===== src/rtl/fifo_bram_grace_pkg.sv =====
// Shared definitions for the grace-window FWFT FIFO.
//  - ptr_t / ptr_inc : wide pointer type and wrap-around increment, so DEPTH need not be
//                      a power of two.
//  - flags_t         : registered status flags with their reset value.
//  - params_legal    : elaboration-time legality check of the parameter set.
package fifo_bram_grace_pkg;

    localparam int unsigned PTR_MAX_WIDTH = 16;

    typedef logic [PTR_MAX_WIDTH-1:0] ptr_t;

    typedef struct packed {
        logic full_n;
        logic empty_n;
        logic overflow;
    } flags_t;

    localparam flags_t FLAGS_RESET = '{full_n: 1'b1, empty_n: 1'b0, overflow: 1'b0};

    // Increment with wrap from last back to zero.
    function automatic ptr_t ptr_inc(input ptr_t ptr, input ptr_t last);
        return (ptr == last) ? '0 : ptr + ptr_t'(1);
    endfunction

    function automatic logic params_legal(input int unsigned dw, input int unsigned aw,
                                          input int unsigned depth, input int unsigned grace);
        return (dw > 0) && (aw > 0) && (aw <= PTR_MAX_WIDTH) && (depth >= 2)
            && ((64'(1) << aw) >= 64'(depth)) && (grace < depth);
    endfunction

endpackage


===== src/rtl/fifo_bram_sdp_ram.sv =====
// Simple dual-port RAM used as FIFO storage.
//  clk   : clock
//  we    : write enable
//  waddr : write address
//  din   : write data
//  raddr : read address, sampled every cycle
//  q     : read data, mem[raddr] one cycle after raddr is presented (read-before-write)
// Contents are not reset.
module fifo_bram_sdp_ram #(
    parameter string       MEM_STYLE  = "auto",
    parameter int unsigned DATA_WIDTH = 32,
    parameter int unsigned ADDR_WIDTH = 5,
    parameter int unsigned DEPTH      = 32
) (
    input  logic                  clk,
    input  logic                  we,
    input  logic [ADDR_WIDTH-1:0] waddr,
    input  logic [DATA_WIDTH-1:0] din,
    input  logic [ADDR_WIDTH-1:0] raddr,
    output logic [DATA_WIDTH-1:0] q
);

    (* ram_style = MEM_STYLE *) logic [DATA_WIDTH-1:0] mem [DEPTH];

    always_ff @(posedge clk) begin
        if (we) begin
            mem[waddr] <= din;
        end
        q <= mem[raddr];
    end

endmodule


===== src/rtl/fifo_bram_grace.sv =====
// First-word fall-through FIFO on block RAM with an early-full grace window.
//  clk, reset   : clock, asynchronous active-high reset
//  if_full_n    : 0 once ram_used >= DEPTH-GRACE_PERIOD; writes still land until truly full
//  if_write_ce  : write-side clock enable
//  if_write     : write request
//  if_din       : write data
//  if_empty_n   : if_dout holds a valid word
//  if_read_ce   : read-side clock enable
//  if_read      : consume if_dout
//  if_dout      : head word
//  if_count     : words held (RAM plus output register)
//  if_overflow  : sticky, set when a write is dropped because the RAM is full
// Capacity is DEPTH words of RAM plus one word in the output register.
module fifo_bram_grace
    import fifo_bram_grace_pkg::*;
#(
    parameter string       MEM_STYLE    = "auto",
    parameter int unsigned DATA_WIDTH   = 32,
    parameter int unsigned ADDR_WIDTH   = 5,
    parameter int unsigned DEPTH        = 32,
    parameter int unsigned GRACE_PERIOD = 2
) (
    input  logic                  clk,
    input  logic                  reset,
    output logic                  if_full_n,
    input  logic                  if_write_ce,
    input  logic                  if_write,
    input  logic [DATA_WIDTH-1:0] if_din,
    output logic                  if_empty_n,
    input  logic                  if_read_ce,
    input  logic                  if_read,
    output logic [DATA_WIDTH-1:0] if_dout,
    output logic [ADDR_WIDTH:0]   if_count,
    output logic                  if_overflow
);

    if (!params_legal(DATA_WIDTH, ADDR_WIDTH, DEPTH, GRACE_PERIOD)) begin : g_bad_params
        $error("fifo_bram_grace: illegal parameter combination");
    end

    localparam logic [ADDR_WIDTH:0] DEPTH_W  = (ADDR_WIDTH + 1)'(DEPTH);
    localparam logic [ADDR_WIDTH:0] FULL_THR = (ADDR_WIDTH + 1)'(DEPTH - GRACE_PERIOD);
    localparam logic [ADDR_WIDTH:0] ONE_W    = (ADDR_WIDTH + 1)'(1);
    localparam ptr_t                LAST_PTR = ptr_t'(DEPTH - 1);

    logic [ADDR_WIDTH-1:0] waddr_q, waddr_d;
    logic [ADDR_WIDTH-1:0] raddr_q, raddr_d;
    logic [ADDR_WIDTH:0]   used_q, used_d;
    logic [ADDR_WIDTH:0]   count_q, count_d;
    flags_t                flags_q, flags_d;
    logic [DATA_WIDTH-1:0] dout_q, dout_d;
    logic [DATA_WIDTH-1:0] bypass_q, bypass_d;
    logic                  use_bypass_q, use_bypass_d;

    logic                  wr_req;
    logic                  push;
    logic                  pop;
    logic [DATA_WIDTH-1:0] ram_q;
    logic [DATA_WIDTH-1:0] head;

    // RAM is addressed with the next read pointer, so its output already shows the new head
    // in the cycle after a pop.
    fifo_bram_sdp_ram #(
        .MEM_STYLE  (MEM_STYLE),
        .DATA_WIDTH (DATA_WIDTH),
        .ADDR_WIDTH (ADDR_WIDTH),
        .DEPTH      (DEPTH)
    ) u_ram (
        .clk   (clk),
        .we    (push),
        .waddr (waddr_q),
        .din   (if_din),
        .raddr (raddr_d),
        .q     (ram_q)
    );

    always_comb begin
        wr_req = if_write_ce & if_write;
        // Deliberately ignores if_full_n: the grace window stays writable.
        push   = (used_q != DEPTH_W) & wr_req;
        pop    = (used_q != '0) & if_read_ce & (~flags_q.empty_n | if_read);
        head   = use_bypass_q ? bypass_q : ram_q;
    end

    always_comb begin
        waddr_d = push ? ADDR_WIDTH'(ptr_inc(ptr_t'(waddr_q), LAST_PTR)) : waddr_q;
        raddr_d = pop  ? ADDR_WIDTH'(ptr_inc(ptr_t'(raddr_q), LAST_PTR)) : raddr_q;

        unique case ({push, pop})
            2'b10:   used_d = used_q + ONE_W;
            2'b01:   used_d = used_q - ONE_W;
            default: used_d = used_q;
        endcase

        // The word written now becomes the RAM head, but the RAM read issued this same cycle
        // returns the old contents; keep a copy to stand in for it.
        use_bypass_d = push & ((used_q == '0) | ((used_q == ONE_W) & pop));
        bypass_d     = use_bypass_d ? if_din : bypass_q;

        dout_d = pop ? head : dout_q;

        flags_d = flags_q;
        if (pop) begin
            flags_d.empty_n = 1'b1;
        end else if (if_read_ce & if_read) begin
            flags_d.empty_n = 1'b0;
        end
        flags_d.full_n   = (used_d < FULL_THR);
        flags_d.overflow = flags_q.overflow | (wr_req & (used_q == DEPTH_W));

        count_d = used_d + {{ADDR_WIDTH{1'b0}}, flags_d.empty_n};
    end

    always_ff @(posedge clk or posedge reset) begin
        if (reset) begin
            waddr_q      <= '0;
            raddr_q      <= '0;
            used_q       <= '0;
            count_q      <= '0;
            flags_q      <= FLAGS_RESET;
            dout_q       <= '0;
            bypass_q     <= '0;
            use_bypass_q <= 1'b0;
        end else begin
            waddr_q      <= waddr_d;
            raddr_q      <= raddr_d;
            used_q       <= used_d;
            count_q      <= count_d;
            flags_q      <= flags_d;
            dout_q       <= dout_d;
            bypass_q     <= bypass_d;
            use_bypass_q <= use_bypass_d;
        end
    end

    always_comb begin
        if_full_n   = flags_q.full_n;
        if_empty_n  = flags_q.empty_n;
        if_overflow = flags_q.overflow;
        if_dout     = dout_q;
        if_count    = count_q;
    end

endmodule


===== config.mk =====
export PLATFORM = sky130hd
export DESIGN_NAME = fifo_bram_grace
export DESIGN_NICKNAME = d
export VERILOG_FILES = /design/src/rtl/fifo_bram_grace_pkg.sv /design/src/rtl/fifo_bram_sdp_ram.sv /design/src/rtl/fifo_bram_grace.sv
export SDC_FILE = /design/constraint.sdc
export NUM_CORES = 1
export LEC_CHECK = 0
export BUFFER_PORTS_ARGS = -buffer_cell sky130_fd_sc_hd__clkbuf_2
export CAP_MARGIN = 20
export CORE_ASPECT_RATIO = 0.5
export CORE_UTILIZATION = 40
export DETAILED_ROUTE_END_ITERATION = 6
export PLACE_DENSITY = 0.63
export SYNTH_ARGS = -nofsm -noshare
export SYNTH_HDL_FRONTEND = slang
export SYNTH_SLANG_ARGS = --single-unit

===== constraint.sdc =====
create_clock -name clk -period 4.7 [get_ports clk]
set_input_delay 0.705 -clock clk [delete_from_list [all_inputs] [get_ports clk]]
set_output_delay 0.705 -clock clk [all_outputs]
set_load 0.05 [all_outputs]

==> results.tsv, run 1 <==
metric	value	unit
PD cells	634	nW/um^2
final core utilization	46.5	%
crit share post-route	84.1	%
pin count of the biggest net entering global routing	103	
FF+latch count, synth	1146	
Final ANT Viol Nets	0	
vias in the first global route	22989	
startpoint types	register	
Crit path max-delay family	simple AND/OR/NAND/NOR gates	
clock root buffer	clkbuf_16	
setup tns final	0	ns
DRC violations left	0	
H-tree depth	3	
Post-Syn Area per Cell	17.8	sq um
RSZ-0062 raised after global routing	no	
slowest CP cell	or3_2	
total grt overflow	0	
P&R area growth vs syn	14.3	%
Clock power frac	26.4	%
Largest stage delay, worst path	0.56	ns
Clock Sinks	1146	
Pins Over Slew Limit	0	
Main synth FF type	edfxtp_1	
area taken by multi-input logic gates	11100	sq um
num ports	79	
worst reg2reg path depth	11	
min cycle time layout	3.95	ns
Flop pwr share	37.6	%
first-pass GRT wire length	158	mm
Final Hold Viols	0	
Die ar.	114000	sq um
clock buffer count from CTS	105	
Critical path buffers and inverters	4	
WL final	110	mm
asr flop ratio synth	7.85	%
CP Capture Type	register	
sw power	11.2	mW
fin nets	2735	
Core Footprint	111000	sq um
antenna fix cells	0	
CTS Buffer Depth	3	
antenna violations before repair	5	
CP arrival	4.53	ns
kind of critical path	reg2reg	
CTS resizes	0	
Max Freq	253	MHz
Reg-to-Reg Start	used_q[0]	
layout filler cell count	9348	
Initial DRC Count	1921	
initial core utilization	40.7	%
cell count after synthesis	2547	
Setup crit end	u_ram.q[9]	
worst reg-to-reg setup slack	0.75	ns
drt pass-1 iters	5	
worst slew pin tran	1.07	ns
CTS tree	yes	
Comb pwr share	36.0	%
Final GP Congestion	0.800	
CP required	5.28	ns
routed length per placed instance	25.7	um
Lkg Pwr	18.1	nW
Worst Setup SP	used_q[0]	
Post-synth EDFFs	1024	
Net Count, Synth	2599	
number of max-cap violations	0	
post-CTS setup buffers	0	
status	completed	
Cell Rows	86	
worst path cell trace	inv_1, ha_1, nor3b_2, a211oi_4, inv_4, o32a_4, inv_4, or3_2, buf_4, o22ai_1, nor4_1	
clk slew on worst S/H paths	0.07	ns
vias per cell	5.46	
register area share after synthesis	74.4	%
routed vias	23310	
register area	33600	sq um
worst min-delay path class	in2async	
Syn Std Cell Area	45200	sq um
Final HPWL DP	61.9	mm
chip height	240	um
Tot GR Track Use	19.0	%
Sw Share	34.2	%
Final Skew	0.0234	ns
post-synth cell types	59	
Final setup viols	0	
internal power	21.6	mW
synth warn	0	
relative slew slack	28.9	%
clk_lat worst skew	0.70	ns
Port-buffer cells	78	
reg-to-reg critical path endpoint	u_ram.q[9]	
total power	32.8	mW
Hold Buf Count CTS	0	
fraction of final layout cells sized beyond drive strength 1	15.1	%
maximum vdd drop	610	uV
Crit path depth	11	
crit path max fanout	28	
CP dominant cell by count	inv_4	
Die W	477	um
cells in the mapped netlist (2+ instances only):
master    instances  share of area [%]
and2_1            3              0.042
a221oi_1         24               0.46
buf_1            10              0.083
inv_4             3              0.042
a31oi_1           2              0.028
edfxtp_1       1024                 68
ha_1             14               0.39
nor2_1           44               0.37
mux4_2            3               0.15
o31ai_1           2              0.033
nor2b_1          25               0.35
inv_1            13               0.11
a22oi_1           2              0.033
and3_1            3              0.042
nand4_1           3              0.042
dfxtp_1          32                1.4
mux2i_1         758                 17
or3b_2            2              0.039
nand3b_1          7               0.12
a21oi_1           8              0.089
buf_4            18               0.30
nand2_1          61               0.51
nand2b_1          2              0.028
o21ai_0          48               0.53
nor4_1           30               0.42
o21bai_1          7               0.12
nor3_1            5              0.055
mux2_2           34               0.85
a211oi_1          3              0.050
or3_1             4              0.055
xnor2_1           3              0.058
dfrtp_1          89                4.9
buf_6             6               0.15
nand3_1          12               0.13
o22ai_1         119                1.6
clkbuf_1         36               0.30
buf_2            66               0.73
area by class of cell:
cell class / instances / area share (%)
clock buffers: 153 / 5.95
clock inverters: 44 / 0.843
inverters: 17 / 0.170
repair buffers: 165 / 2.84
flip-flops and latches: 1146 / 65.1
well taps: 1496 / 3.62
multi-input cells: 1248 / 21.4
how the worst min path moves through the flow:
stage / startpoint / endpoint / slack (ns) / depth (start not counted)
2_1_floorplan: bypass_q[24] / bypass_q[24] / 0.48 / 1
3_3_place_gp: if_dout[29] / if_dout[29] / 0.46 / 2
5_1_grt: reset / if_dout[0] / 0.18 / 2
4_1_cts: reset / if_dout[0] / 0.15 / 2
3_5_place_dp: if_dout[15] / if_dout[15] / 0.47 / 2
6_report: reset / if_dout[2] / 0.13 / 2
placed cells by master, fill, tap and decap left out, drive strengths merged, types with 4 or more instances in the layout:
cell / netlist / routed
nand3: 12 / 12
buf: 100 / 87
ha: 14 / 14
inv: 17 / 20
mux2i: 758 / 758
a21oi: 9 / 9
mux2: 34 / 34
dfrtp: 89 / 89
or3: 4 / 4
o22ai: 119 / 119
clkinv: 0 / 32
dfxtp: 32 / 32
clkbuf: 36 / 231
nor4: 30 / 30
nor2: 45 / 45
nor3: 5 / 5
bufinv: 0 / 7
nor2b: 25 / 25
o21ai: 48 / 48
nand3b: 7 / 7
a211oi: 4 / 4
nand2: 61 / 61
o21bai: 7 / 7
edfxtp: 1024 / 1024
a221oi: 24 / 24
cells by family after synthesis:
group | after synthesis | synth area share, %
AOI/OAI and AO/OA | 229 | 3.34
xor gates and xnor gates | 4 | 0.0775
adders and majority gates | 14 | 0.387
buffers and inverters | 153 | 1.72
DFF | 1146 | 74.4
muxes | 795 | 17.8
and+or+nand+nor | 206 | 2.29
metal layers:
| metal | vias up | GRT usage [%] | wire, um |
|---|---|---|---|
| li1 | 10328 | - | - |
| met1 | 12086 | 26.5 | 48700 |
| met2 | 749 | 30.4 | 51400 |
| met3 | 141 | 3.69 | 7390 |
| met4 | 6 | 5.12 | 2260 |
| met5 | - | 0 | 36 |
registers in the layout, summed over array words and instances (netlist names):
signal / flops
u_ram.mem: 1024
bypass_q: 32
if_dout: 32
u_ram.q: 32
if_count: 6
used_q: 6
raddr_q: 5
waddr_q: 5
if_empty_n: 1
if_full_n: 1
if_overflow: 1
use_bypass_q: 1
power groups by stage:
stage / sequential, mW / combinational (mW) / clock [mW]
6_report: 12.3 / 11.8 / 8.64
5_1_grt: 12.4 / 12.5 / 9.14
4_1_cts: 12.3 / 11.8 / 8.76
3_5_place_dp: 12.6 / 11.8 / 0
3_3_place_gp: 12.5 / 11.7 / 0
2_1_floorplan: 12.9 / 8.17 / 0
metrics by stage:
step | hold WS, ns | instances | setup slack, ns | instance area, sq um
5_1_grt | 0.184 | 4269 | 0.565 | 51700
3_3_place_gp | 0.461 | 4072 | 0.899 | 48100
2_1_floorplan | 0.480 | 2547 | 1.54 | 45200
6_report | 0.129 | 4269 | 0.748 | 51700
4_1_cts | 0.152 | 4269 | 0.791 | 51700
3_5_place_dp | 0.471 | 4072 | 0.839 | 48100
Note: power is estimated with default switching activity, not from simulation.
==> run 2: changes to the inputs <==
--- a/config.mk
+++ b/config.mk
@@ -10,7 +10,7 @@
 export CORE_ASPECT_RATIO = 0.5
 export CORE_UTILIZATION = 40
 export DETAILED_ROUTE_END_ITERATION = 6
-export PLACE_DENSITY = 0.63
+export PLACE_DENSITY = 0.65
 export SYNTH_ARGS = -nofsm -noshare
 export SYNTH_HDL_FRONTEND = slang
 export SYNTH_SLANG_ARGS = --single-unit
==> constraint.sdc (replaced) <==
create_clock -name clk -period 3.4 [get_ports clk]
set_input_delay 0.51 -clock clk [delete_from_list [all_inputs] [get_ports clk]]
set_output_delay 0.51 -clock clk [all_outputs]
set_load 0.05 [all_outputs]
==> results.tsv, run 2 (same netlist as run 1, synthesis figures left out) <==
metric	value	unit
PnR worst setup slack	0.163	ns
final core utilization	47.4	%
Critical path buffers and inverters	2	
Crit path max-delay family	simple AND/OR/NAND/NOR gates	
commonest non-fill, non-tap cell in the layout	edfxtp_1	
Clock Sinks	1146	
area taken by multi-input logic gates	11100	sq um
Cell Rows	86	
GR Util met2	30.0	%
Tot GR Track Use	19.3	%
Port-buffer cells	78	
worst min-delay path class	in2reg	
worst path cell trace	ha_1, and3_1, ha_2, nor2_1, a2111oi_2, o32a_4, inv_4, or3_2, buf_4, o22ai_1, nor4_1	
Worst Setup SP	raddr_q[0]	
fin cells	4340	
relative slew slack	54.0	%
PD cells	879	nW/um^2
hold_sp	if_read	
Pins Over Slew Limit	0	
routed vias	23985	
antenna violations before repair	5	
vias in the first global route	23053	
clk_lat worst skew	0.68	ns
kind of critical path	reg2reg	
first-pass GRT wire length	159	mm
fin nets	2803	
pin count of the biggest net entering global routing	74	
clk slew on worst S/H paths	0.06	ns
crit share post-route	95.2	%
Biggest register	u_ram.mem	
routed length per placed instance	25.9	um
Reg-to-Reg Start	raddr_q[0]	
Final HPWL DP	61.6	mm
Final Hold Viols	0	
clock buffer count from CTS	104	
gr busiest metal	met2	
vias per cell	5.53	
DP Cell Count	4134	
Core Footprint	111000	sq um
H-tree depth	3	
status	completed	
CTS Buffer Depth	3	
total grt overflow	0	
Largest register FFs	1024	
clock root buffer	clkbuf_16	
Lkg Pwr	18.6	nW
layout filler cell count	9247	
met3 Usage GRT	3.17	%
P&R area growth vs syn	16.5	%
DRC violations left	0	
Die W	477	um
setup tns final	0	ns
maximum vdd drop	672	uV
crit path max fanout	13	
Final setup viols	0	
total power	46.3	mW
WL final	113	mm
worst slew pin tran	0.688	ns
Final ANT Viol Nets	0	
Max Freq	309	MHz
CTS tree	yes	
min cycle time layout	3.24	ns
number of max-cap violations	0	
startpoint types	register	
commonest non-fill, non-tap cells in the layout	1,024 x edfxtp_1, 757 x mux2i_1, 119 x o22ai_1	
num ports	79	
Final GP Congestion	0.786	
chip height	240	um
register area	33600	sq um
met1 GRT Util	27.6	%
Die ar.	114000	sq um
Final Skew	0.0201	ns
Initial DRC Count	2402	
CP arrival	3.80	ns
drt pass-1 iters	7	
CP required	3.96	ns
worst slack at placement	0.0148	ns
CP Capture Type	register	
initial core utilization	40.7	%
Largest stage delay, worst path	0.57	ns
fraction of final layout cells sized beyond drive strength 1	17.2	%
slowest CP cell	or3_2	
[run 2: final timing paths]
kind	to	cells past startpoint	slack, ns
hold / removal	if_empty_n	3	0.17
max in group asynchronous	bypass_q[16]	4	2.10
setup / recovery	u_ram.q[3]	11	0.16
hold reg to reg	if_overflow	1	0.47
min in group asynchronous	if_dout[2]	3	0.50
setup reg to reg	u_ram.q[3]	11	0.16
[run 2: worst reg2reg max path: cells and delay by family, from the launching register on]
family	cells	cell delay, ns
AOI/OAI and AO/OA	3	0.92
and+or+nand+nor	4	0.90
DFF	1	0.47
adders and majority gates	2	0.47
buffers and inverters	2	0.38
[run 2: routing by layer]
metal  wire [um]  vias to the layer above
met4        3030                        6
met1       51200                    12521
met5          34                        -
met2       51100                      801
li1            -                    10490
met3        7170                      167
[run 2: area by class of cell]
| class | instances | share of cell area [%] |
|---|---|---|
| antenna | 2 | 0.00950 |
| timing repair inverter | 1 | 0.0214 |
| multi-input combinational | 1248 | 21.1 |
| inverter | 17 | 0.185 |
| clock buffer | 137 | 5.43 |
| sequential | 1146 | 63.9 |
| timing repair buffer | 233 | 4.62 |
| tap | 1496 | 3.55 |
| clock inverter | 60 | 1.25 |
[run 2: power by group]
group	internal, mW	switching, mW
clock network	6.86	5.10
logic	7.34	10.0
registers	16.4	0.579
[run 2: what timing repair did]
action                                  in CTS  in global routing
hold buffers                                 1                  0
endpoints found under the setup margin       1                 32
setup buffers                                0                  3
gates cloned                                 0                  3
hold endpoints to repair                    43                  0
gates resized for setup                      1                  9
pin swaps                                    0                  1
[run 2: through the flow]
stage | hold slack, ns | instance area (sq um)
after detailed placement | 0.464 | 49000
after CTS | 0.131 | 52500
after global routing | 0.159 | 52700
after floorplan | 0.480 | 45200
after global placement | 0.461 | 49000
final | 0.170 | 52700
==> run 3: changes to the inputs <==
--- a/config.mk
+++ b/config.mk
@@ -5,7 +5,7 @@
 export SDC_FILE = /design/constraint.sdc
 export NUM_CORES = 1
 export LEC_CHECK = 0
-export BUFFER_PORTS_ARGS = -buffer_cell sky130_fd_sc_hd__clkbuf_2
+export BUFFER_PORTS_ARGS = -buffer_cell sky130_fd_sc_hd__buf_2
 export CAP_MARGIN = 20
 export CORE_ASPECT_RATIO = 0.5
 export CORE_UTILIZATION = 40
==> results.tsv, run 3 (same netlist as run 1, synthesis figures left out) <==
metric	value	unit
Final Instance Area	52200	sq um
Die ar.	114000	sq um
routed vias	23907	
hold_ws	0.195	ns
CP arrival	3.85	ns
startpoint types	register	
worst min-delay path class	in2reg	
fraction of final layout cells sized beyond drive strength 1	16.7	%
Max Freq	307	MHz
register area	33600	sq um
vias in the first global route	23073	
antenna violations before repair	8	
commonest non-fill, non-tap cells in the layout	1,024 x edfxtp_1, 756 x mux2i_1, 118 x o22ai_1	
CTS tree	yes	
Cell Rows	86	
clk slew on worst S/H paths	0.06	ns
DRC violations left	0	
RSZ-0062 raised after global routing	no	
GR Util met2	30.2	%
Reg-to-Reg Start	used_q[1]	
H-tree depth	3	
Final GP Congestion	0.811	
Tot GR Track Use	19.4	%
Final setup viols	0	
Port-buffer cells	78	
commonest non-fill, non-tap cell in the layout	edfxtp_1	
clock buffer count from CTS	106	
drt pass-1 iters	5	
CTS Buffer Depth	3	
vias per cell	5.54	
gr busiest metal	met2	
met3 Usage GRT	3.42	%
kind of critical path	reg2reg	
first-pass GRT wire length	161	mm
num ports	79	
Placed Area	48400	sq um
total power	45.9	mW
crit path max fanout	51	
CP Capture Type	register	
Final Skew	0.0341	ns
routed length per placed instance	26.3	um
CP required	4.00	ns
hold depth	3	
Final ANT Viol Nets	0	
hold endpoint	if_overflow	
worst reg-to-reg setup slack	0.15	ns
WL final	113	mm
clock root buffer	clkbuf_16	
Lkg Pwr	18.3	nW
hold_sp	if_write	
Biggest register	u_ram.mem	
relative slew slack	20.5	%
min cycle time layout	3.25	ns
maximum vdd drop	512	uV
initial core utilization	40.7	%
Initial DRC Count	2629	
met1 GRT Util	28.2	%
DP Cell Count	4103	
reg-to-reg critical path endpoint	u_ram.q[30]	
Final Hold Viols	0	
number of max-cap violations	0	
fin cells	4316	
chip height	240	um
Final HPWL DP	62.4	mm
total grt overflow	0	
Clock Sinks	1146	
P&R area growth vs syn	15.4	%
Pins Over Slew Limit	0	
area taken by multi-input logic gates	11100	sq um
pin count of the biggest net entering global routing	86	
setup tns final	0	ns
Core Footprint	111000	sq um
fin nets	2776	
clk_lat worst skew	0.69	ns
layout filler cell count	9235	
Largest register FFs	1024	
Die W	477	um
PD cells	880	nW/um^2
status	completed	
crit share post-route	95.7	%
worst slew pin tran	1.19	ns
worst reg2reg path depth	12	
## run 3: worst max-delay path by stage
stage	slack, ns	to	startpoint
after floorplan	0.24	u_ram.mem[31][0]	used_q[0]
after detailed placement	-0.04	u_ram.q[24]	raddr_q[1]
after global routing	0.02	u_ram.q[23]	raddr_q[1]
after CTS	0.02	u_ram.q[7]	used_q[1]
after global placement	0.02	u_ram.q[10]	used_q[1]
final	0.15	u_ram.q[30]	used_q[1]
## run 3: report_power, final
part	switching [mW]	internal [mW]	leakage (nW)
Combinational	9.88	7.01	6.02
Clock	5.18	6.82	1.73
Sequential	0.586	16.4	10.6
## run 3: timing repair
action	CTS	global route
buffers inserted	1	2
hold endpoints to repair	29	0
endpoints found under the setup margin	7	31
cloned	0	5
hold buffers	1	0
gates resized for setup	2	14
## run 3: through the flow
| step | worst slack, ns | util [%] |
|---|---|---|
| finish | 0.147 | 47.0 |
| global route | 0.0175 | 47.0 |
| CTS | 0.0222 | 46.8 |
| detailed placement | -0.0391 | 43.6 |
| global placement | 0.0195 | 43.6 |
| floorplan | 0.236 | - |
## run 3: final cells by class
type / count / area share, %
repair buffers: 205 / 3.68
diodes: 4 / 0.0192
multi-input cells: 1248 / 21.3
flip-flops and latches: 1146 / 64.5
clock inverters: 49 / 0.935
inverters: 17 / 0.168
clock buffers: 151 / 5.80
well taps: 1496 / 3.59
## run 3: routing by layer
metal	part of all wire, %	vias up	wire length (um)
li1	-	10420	-
met1	45	12475	51500
met2	45	845	51600
met3	7.0	161	7960
met4	2.1	6	2350
met5	0.032	-	36
## run 3: worst max-delay path, cell delays in order (launching register included)
cell	delay, ns
dfrtp_1	0.37
inv_1	0.11
ha_2	0.26
nor3b_4	0.36
a211oi_4	0.13
inv_4	0.15
a21oi_4	0.12
inv_16	0.30
buf_4	0.41
a221oi_1	0.16
o21ai_0	0.37
nand4_1	0.15
a211oi_1	0.23
